<file path="src/rtl/stage_mem.sv">
// ---------------------------------------------------------------------------
// stage_mem : MEM pipeline stage with a variable-latency data-memory port.
//
// Loads (opcode 4'b1000) and stores (opcode 4'b1001) are presented to data
// memory combinationally. The request is held until memReady=1. While the
// access is outstanding, stall freezes EX/MEM and everything upstream, and
// bubbles are pushed into the WB register. Non-memory instructions pass
// through in one cycle. An 8-bit saturating wait counter raises a sticky
// memTimeout flag when a single access has waited 256 WAIT cycles. The access
// keeps waiting after that.
//
// Ports
//   clk, rst        : clock, synchronous active-high reset
//   validIn         : EX/MEM entry valid
//   instrIn         : instruction (opcode in [15:12])
//   exResult        : ALU result / memory address / PC+2
//   storeData       : store write data
//   rdIn            : destination register
//   PCjumpIn        : jump target, passed to WB
//   memRdata        : memory read data, valid with memReady
//   memReady        : memory finishes the current access this cycle
//   memAddr/memWdata/memRe/memWe : data-memory request (combinational)
//   stall           : hold EX/MEM and upstream (combinational)
//   memResult/instr/PCjump/rd/validOut : registered WB entry
//   memTimeout      : sticky timeout error flag (registered)
// ---------------------------------------------------------------------------
module stage_mem (
  input  logic        clk,
  input  logic        rst,
  input  logic        validIn,
  input  logic [15:0] instrIn,
  input  logic [15:0] exResult,
  input  logic [15:0] storeData,
  input  logic [3:0]  rdIn,
  input  logic [15:0] PCjumpIn,
  input  logic [15:0] memRdata,
  input  logic        memReady,
  output logic [15:0] memAddr,
  output logic [15:0] memWdata,
  output logic        memRe,
  output logic        memWe,
  output logic        stall,
  output logic [15:0] memResult,
  output logic [15:0] instr,
  output logic [15:0] PCjump,
  output logic [3:0]  rd,
  output logic        validOut,
  output logic        memTimeout
);

  typedef enum logic [0:0] {
    IDLE = 1'b0,
    WAIT = 1'b1
  } state_e;

  state_e      state_q, state_d;
  logic [7:0]  wait_cnt_q, wait_cnt_d;
  logic        timeout_q, timeout_d;

  logic [15:0] mem_result_q, mem_result_d;
  logic [15:0] instr_q, instr_d;
  logic [15:0] pc_jump_q, pc_jump_d;
  logic [3:0]  rd_q, rd_d;
  logic        valid_q, valid_d;

  logic        is_lw_s, is_sw_s, is_mem_s;
  logic        req_re_s, req_we_s, req_any_s, stall_s;

  assign is_lw_s   = validIn & (instrIn[15:12] == 4'b1000);
  assign is_sw_s   = validIn & (instrIn[15:12] == 4'b1001);
  assign is_mem_s  = is_lw_s | is_sw_s;

  // The request is a pure function of the held EX/MEM inputs. This holds in
  // IDLE and in WAIT, because upstream keeps them stable while stalled.
  // Reset masks the request so that an abandoned access goes off the bus at once.
  assign req_re_s  = ~rst & is_lw_s;
  assign req_we_s  = ~rst & is_sw_s;
  assign req_any_s = req_re_s | req_we_s;
  assign stall_s   = req_any_s & ~memReady;

  assign memRe     = req_re_s;
  assign memWe     = req_we_s;
  assign memAddr   = req_any_s ? exResult  : 16'h0000;
  assign memWdata  = req_any_s ? storeData : 16'h0000;
  assign stall     = stall_s;

  assign memResult  = mem_result_q;
  assign instr      = instr_q;
  assign PCjump     = pc_jump_q;
  assign rd         = rd_q;
  assign validOut   = valid_q;
  assign memTimeout = timeout_q;

  // Access FSM next state, wait counter and sticky timeout.
  always_comb begin
    state_d    = state_q;
    wait_cnt_d = wait_cnt_q;
    timeout_d  = timeout_q;
    case (state_q)
      IDLE: begin
        if (is_mem_s & ~memReady) begin
          state_d    = WAIT;
          wait_cnt_d = 8'h00;
        end else begin
          state_d    = IDLE;
        end
      end
      WAIT: begin
        if (wait_cnt_q != 8'hFF) begin
          wait_cnt_d = wait_cnt_q + 8'h01;
        end else begin
          wait_cnt_d = wait_cnt_q;
        end
        if (memReady) begin
          state_d = IDLE;
        end else begin
          state_d = WAIT;
          // The counter saturates, so the flag is set on the 256th WAIT cycle
          // and on every later cycle of the same access.
          if (wait_cnt_q == 8'hFF) begin
            timeout_d = 1'b1;
          end else begin
            timeout_d = timeout_q;
          end
        end
      end
      default: begin
        state_d = IDLE;
      end
    endcase
  end

  // WB register next value. A stalled cycle or an invalid entry loads a
  // bubble; rd=0 suppresses the register-file write downstream.
  always_comb begin
    mem_result_d = 16'h0000;
    instr_d      = 16'h0000;
    pc_jump_d    = 16'h0000;
    rd_d         = 4'h0;
    valid_d      = 1'b0;
    if (stall_s | ~validIn) begin
      mem_result_d = 16'h0000;
      instr_d      = 16'h0000;
      pc_jump_d    = 16'h0000;
      rd_d         = 4'h0;
      valid_d      = 1'b0;
    end else begin
      mem_result_d = is_lw_s ? memRdata : exResult;
      instr_d      = instrIn;
      pc_jump_d    = PCjumpIn;
      rd_d         = rdIn;
      valid_d      = 1'b1;
    end
  end

  // FSM state, counter and timeout registers.
  always_ff @(posedge clk) begin
    if (rst) begin
      state_q    <= IDLE;
      wait_cnt_q <= 8'h00;
      timeout_q  <= 1'b0;
    end else begin
      state_q    <= state_d;
      wait_cnt_q <= wait_cnt_d;
      timeout_q  <= timeout_d;
    end
  end

  // WB pipeline register.
  always_ff @(posedge clk) begin
    if (rst) begin
      mem_result_q <= 16'h0000;
      instr_q      <= 16'h0000;
      pc_jump_q    <= 16'h0000;
      rd_q         <= 4'h0;
      valid_q      <= 1'b0;
    end else begin
      mem_result_q <= mem_result_d;
      instr_q      <= instr_d;
      pc_jump_q    <= pc_jump_d;
      rd_q         <= rd_d;
      valid_q      <= valid_d;
    end
  end

endmodule

</file>
<file path="config.mk">
export PLATFORM = sky130hd
export DESIGN_NAME = stage_mem
export DESIGN_NICKNAME = d
export VERILOG_FILES = /design/src/rtl/stage_mem.sv
export SDC_FILE = /design/constraint.sdc
export NUM_CORES = 1
export LEC_CHECK = 0
export BUFFER_PORTS_ARGS = -buffer_cell sky130_fd_sc_hd__buf_4
export CORE_MARGIN = 3
export CORE_UTILIZATION = 36
export DETAILED_ROUTE_END_ITERATION = 8
export GPL_ROUTABILITY_DRIVEN = 0
export HOLD_SLACK_MARGIN = 0.02
export PLACE_DENSITY = 0.84
export SETUP_SLACK_MARGIN = 0.5
export SYNTH_ARGS = -nofsm -noshare
export SYNTH_HDL_FRONTEND = slang
export SYNTH_SLANG_ARGS = --single-unit
</file>
<file path="constraint.sdc">
create_clock -name clk -period 1.3 [get_ports clk]
set_input_delay 0.195 -clock clk [delete_from_list [all_inputs] [get_ports clk]]
set_output_delay 0.195 -clock clk [all_outputs]
set_load 0.02 [all_outputs]
</file>
# Word-level counts from Yosys, hierarchy flattened
# Index checks and enable logic that the tools add are counted.
# word_totals
register_bits	63
inputBits	88
output_inout_bits	89
word_cells	41
# classes
reduce_logical	3
n_mux	10
n_addsub	1
bitwise	13
eq_ne	6
# ops
cell	n
2-to-1 mux 16 bit	3
2-to-1 mux 8 bit	2
one-hot mux 8 bit (2 select lines)	1
adder 8 x 1 -> 8 bit (second input constant)	1
== test 4 bit (second input constant)	2
== test 8 bit (second input constant)	1
!= test 8 bit (second input constant)	1
AND 1 bit	6
inverter 1 bit	4
2-to-1 mux 1 bit	3
OR 1 bit	3
AND reduction 3 bit	1
!= test 2 x 1 -> 1 bit (second input constant)	1
!= test 2 bit (second input constant)	1
one-hot mux 1 bit (2 select lines)	1
AND reduction 2 bit	1
OR reduction 2 bit	1

# Depth between registers and ports, before layout
# depth
depth_word	7
ltp_mapped	6

# Least setup slack after synthesis
# Ideal clock, no wire load.
# synth_path
path_kind	input -> output
start	in instrIn[12]
end	out memWe
t_arrival_ns	1.272
required_time_ns	1.105
setup_slack_ns	-0.167
path_stages	4
n_path_buf	2
path_cell_list	clkbuf_2 -> clkinv_1 -> clkbuf_1 -> nor3_1
# synth_between
elab_chain_cells	3
# synth_lines
item	line	rtl
from (decl)	31	input logic [15:0] instrIn,
== test 4 bit	70	assign is_sw_s = validIn & (instrIn[15:12] == 4'b1001);
AND 1 bit	70	
AND 1 bit	77	assign req_we_s = ~rst & is_sw_s;
to (decl)	41	output logic memWe,
# No other way between the ends.

# Final worst setup path
# layout_path
start	in instrIn[14]
end	out memAddr[15]
# layout_between
elab_chain_cells	5
elab_cells_between_ends	8
cone_classes	2 x eq/ne; 1 x mux; 5 x bitwise
# layout_lines
item	line	rtl
== test 4 bit, on equally long branches	69, 70	
AND 1 bit, on equally long branches	69, 70	
AND 1 bit, on equally long branches	76, 77	
OR 1 bit (*)	78	assign req_any_s = req_re_s | req_we_s;
2-to-1 mux 16 bit (*)	83	assign memAddr = req_any_s ? exResult : 16'h0000;
to (decl)	38	output logic [15:0] memAddr,
# Mark *: on every way between the ends. The rest lies on a longest branch, timed or not.

==> summary.txt <==
Outcome
  • Status: finished with violations
  • Failing checks: setup timing

Logic synthesis
  • Yosys warns: 0
  • Register area share after synthesis: 0.5117
  • Cell area after synthesis: 0.002465 mm^2
  • Top cell type's share of synthesized area: 0.5117
  • Most frequent cell after synthesis: dfxtp_1
  • Avg Synthesized Cell Area: 9.480 um^2
  • Area leader, netlist: dfxtp_1
  • Post-synth top cells: dfxtp_1, and3_1, and2_1
  • Ys async rst share: 0
  • Number of synthesized flops with an enable pin: 0
  • Synth cell types: 36
  • Post-synthesis cell count: 260
  • Ys flop type: dfxtp_1
  • Top cells by area, synth: dfxtp_1, and3_1, and2_1
  • Mapped Nets: 349
  • Seq cells post-synth: 63

Detailed routing
  • M1 wire length: 4.136 mm
  • Top layer in use: met4
  • Metal3 WL: 953 um
  • Final wirelength: 12.07 mm
  • Drt first pass iters: 4
  • DR WL/cell: 21.98 um
  • Remaining DRCs: 0
  • ANT nets after route: 0
  • Met2 Wirelength: 6.624 mm
  • Detail-routed via count per cell: 5.397
  • Initial drt markers: 126
  • DR vias: 2963

CTS
  • H-tree levels: 3
  • Sink Count: 63
  • Clock latency on the worst-skew pair: 0.34 ns
  • Total CTS buffers: 9
  • CTS tree: done
  • CTS max path bufs: 2
  • Root Driver: clkbuf_8
  • Hold Buf Count CTS: 0
  • Clock transition at path regs: 0.08 ns

GRT
  • Total Routing Usage GR: 0.2866
  • Vias in the first global route: 3153
  • Largest net degree at the start of global routing: 36
  • GRT overflow: 0
  • Initial antenna violation count: 0
  • First-pass GRT wire length: 16.86 mm

Critical path
  • Crit path kind: primary input to output port
  • Worst Path Required: 1.11 ns
  • Setup crit end kind: output port
  • CP startpoint kind: primary input
  • Reg2Reg Depth: 5
  • CP max FO: 27
  • CP arrival: 1.16 ns

Timing
  • Fin. Hold Viols: 0
  • Final clock skew: 0.009358 ns
  • Slew headroom: 0.7971
  • Worst-margin pin slew: 0.3044 ns
  • Final min period: 1.354 ns
  • Setup ws final: -0.05436 ns
  • Fin crit share: 1.042
  • Fmax: 0.7384 GHz
  • Setup Viol. Count Final: 32
  • Fin. max-slew vios: 0
  • Setup tns final: -1.150 ns
  • RSZ-0062 raised after global routing: yes

Finish
  • Reg area: 0.001343 mm^2
  • # fillers: 299
  • Final core occ: 0.8490
  • Diode count: 0
  • Nets: 556
  • Footprint of the multi-input gates: 0.001554 mm^2
  • Layout cell share with drive strength beyond 1: 0.8623
  • Area Growth Syn to Fin: 123.7%

Floorplan
  • Area of the die: 0.007876 mm^2
  • Rows: 29
  • IO Pins: 177
  • DIE WIDTH: 88.75 um
  • Core area: 0.006495 mm^2
  • Die H: 88.75 um
  • Initial Util: 0.3795

Pwr
  • Pwr dens: 939.9 mW/mm^2
  • Peak VDD IR: 579.6 uV
  • P_leak: 2.401 nW

Worst hold path
  • Hold Path Class: primary input to flop
  • Min-Delay Path Depth: 2

Placed design
  • Port Buf Inserts: 176
  • Detail Placement HPWL: 6.520 mm

Flow run
  • Max-cap viol count: 0
logic make-up after synthesis:
logic type                 synth area share
DFF                                  0.5117
and+or+nand+nor                      0.2980
buffers and inverters               0.06396
adders and majority gates          0.005075
AOI/OAI and AO/OA                    0.1213
sequential cells by signal (all words and copies together) (netlist names):
signal / cells
PCjump: 16
instr: 16
memResult: 16
wait_cnt_q: 8
rd: 4
memTimeout: 1
state_q: 1
validOut: 1
per-stage QoR:
step | total power, mW | cell area, um^2 | setup WS, ns | hold slack, ns | std cells
after floorplan | 2.346 | 2735 | 0.1436 | 0.3223 | 260
after global placement | 2.729 | 4179 | -0.06632 | 0.4027 | 509
after detailed placement | 2.746 | 4179 | -0.08873 | 0.4063 | 509
after CTS | 4.999 | 5273 | -0.05027 | 0.05818 | 545
after global routing | 5.319 | 5514 | -0.08451 | 0.05617 | 549
final | 5.182 | 5514 | -0.05436 | 0.07040 | 549
layer usage:
layer  vias up  track usage
met2       166       0.5263
met3        36      0.07356
li1       1328            -
met5         -            0
met4         0       0.1277
met1      1433       0.3056
final cells by class:
type	instances	area share
multi-input combinational	167	0.2818
clock buffer	9	0.02246
tap	77	0.01747
timing repair inverter	5	0.01293
sequential	63	0.2435
timing repair buffer	213	0.3919
inverter	8	0.008169
clock inverter	7	0.02178
placed cells by master (no fill, tap or decap), types with 2 or more instances in the layout:
cell type  instances
buf_6             99
buf_4             98
dfxtp_2           56
and3_4            33
and2_4            33
nand3_1           18
a21oi_2           14
buf_12            10
clkbuf_8           9
o21ai_4            8
nand4_1            7
o21ai_0            7
inv_1              5
nor2b_1            4
o21ai_2            4
buf_8              4
dfxtp_1            4
nor3_4             3
a21oi_1            3
bufinv_16          3
dfxtp_4            3
inv_12             2
a31oi_1            2
o21ai_1            2
nand2_1            2
nor3_2             2
a211oi_2           2
a211oi_1           2
nor2_1             2
and3_1             2
clkinv_8           2
inv_8              2
clkbuf_16          2
worst max-delay path, stage by stage:
cell and delay [ns]:
buf_6 0.09, and4bb_2 0.36, buf_12 0.19, and3_4 0.20
buf_6 0.11
path summary, 6_finish.rpt:
path | startpoint | slack, ns | endpoint
worst max-delay path | instrIn[14] | -0.05 | memAddr[15]
worst min-delay path | instrIn[5] | 0.07 | instr[5]$_SDFF_PP0_
worst max register to register | wait_cnt_q[0]$_SDFFE_PP0P_ | 0.03 | wait_cnt_q[5]$_SDFFE_PP0P_
worst min register to register | wait_cnt_q[5]$_SDFFE_PP0P_ | 0.54 | wait_cnt_q[5]$_SDFFE_PP0P_
timing repair:
| action | in CTS | in global routing |
|---|---|---|
| endpoints found under the setup margin | 145 | 150 |
| gates cloned | 5 | 2 |
| pin swaps | 14 | 18 |
| gates resized for setup | 226 | 41 |
| setup buffers | 15 | 2 |
report_power, final:
part | switching, mW | internal (mW) | leakage (nW) | total, mW
Combinational | 0.431 | 0.526 | 1.74 | 0.956
Clock | 0.899 | 1.28 | 0.120 | 2.18
Sequential | 0.0400 | 2.01 | 0.541 | 2.05
No activity file was read; power rests on OpenSTA's default activity.
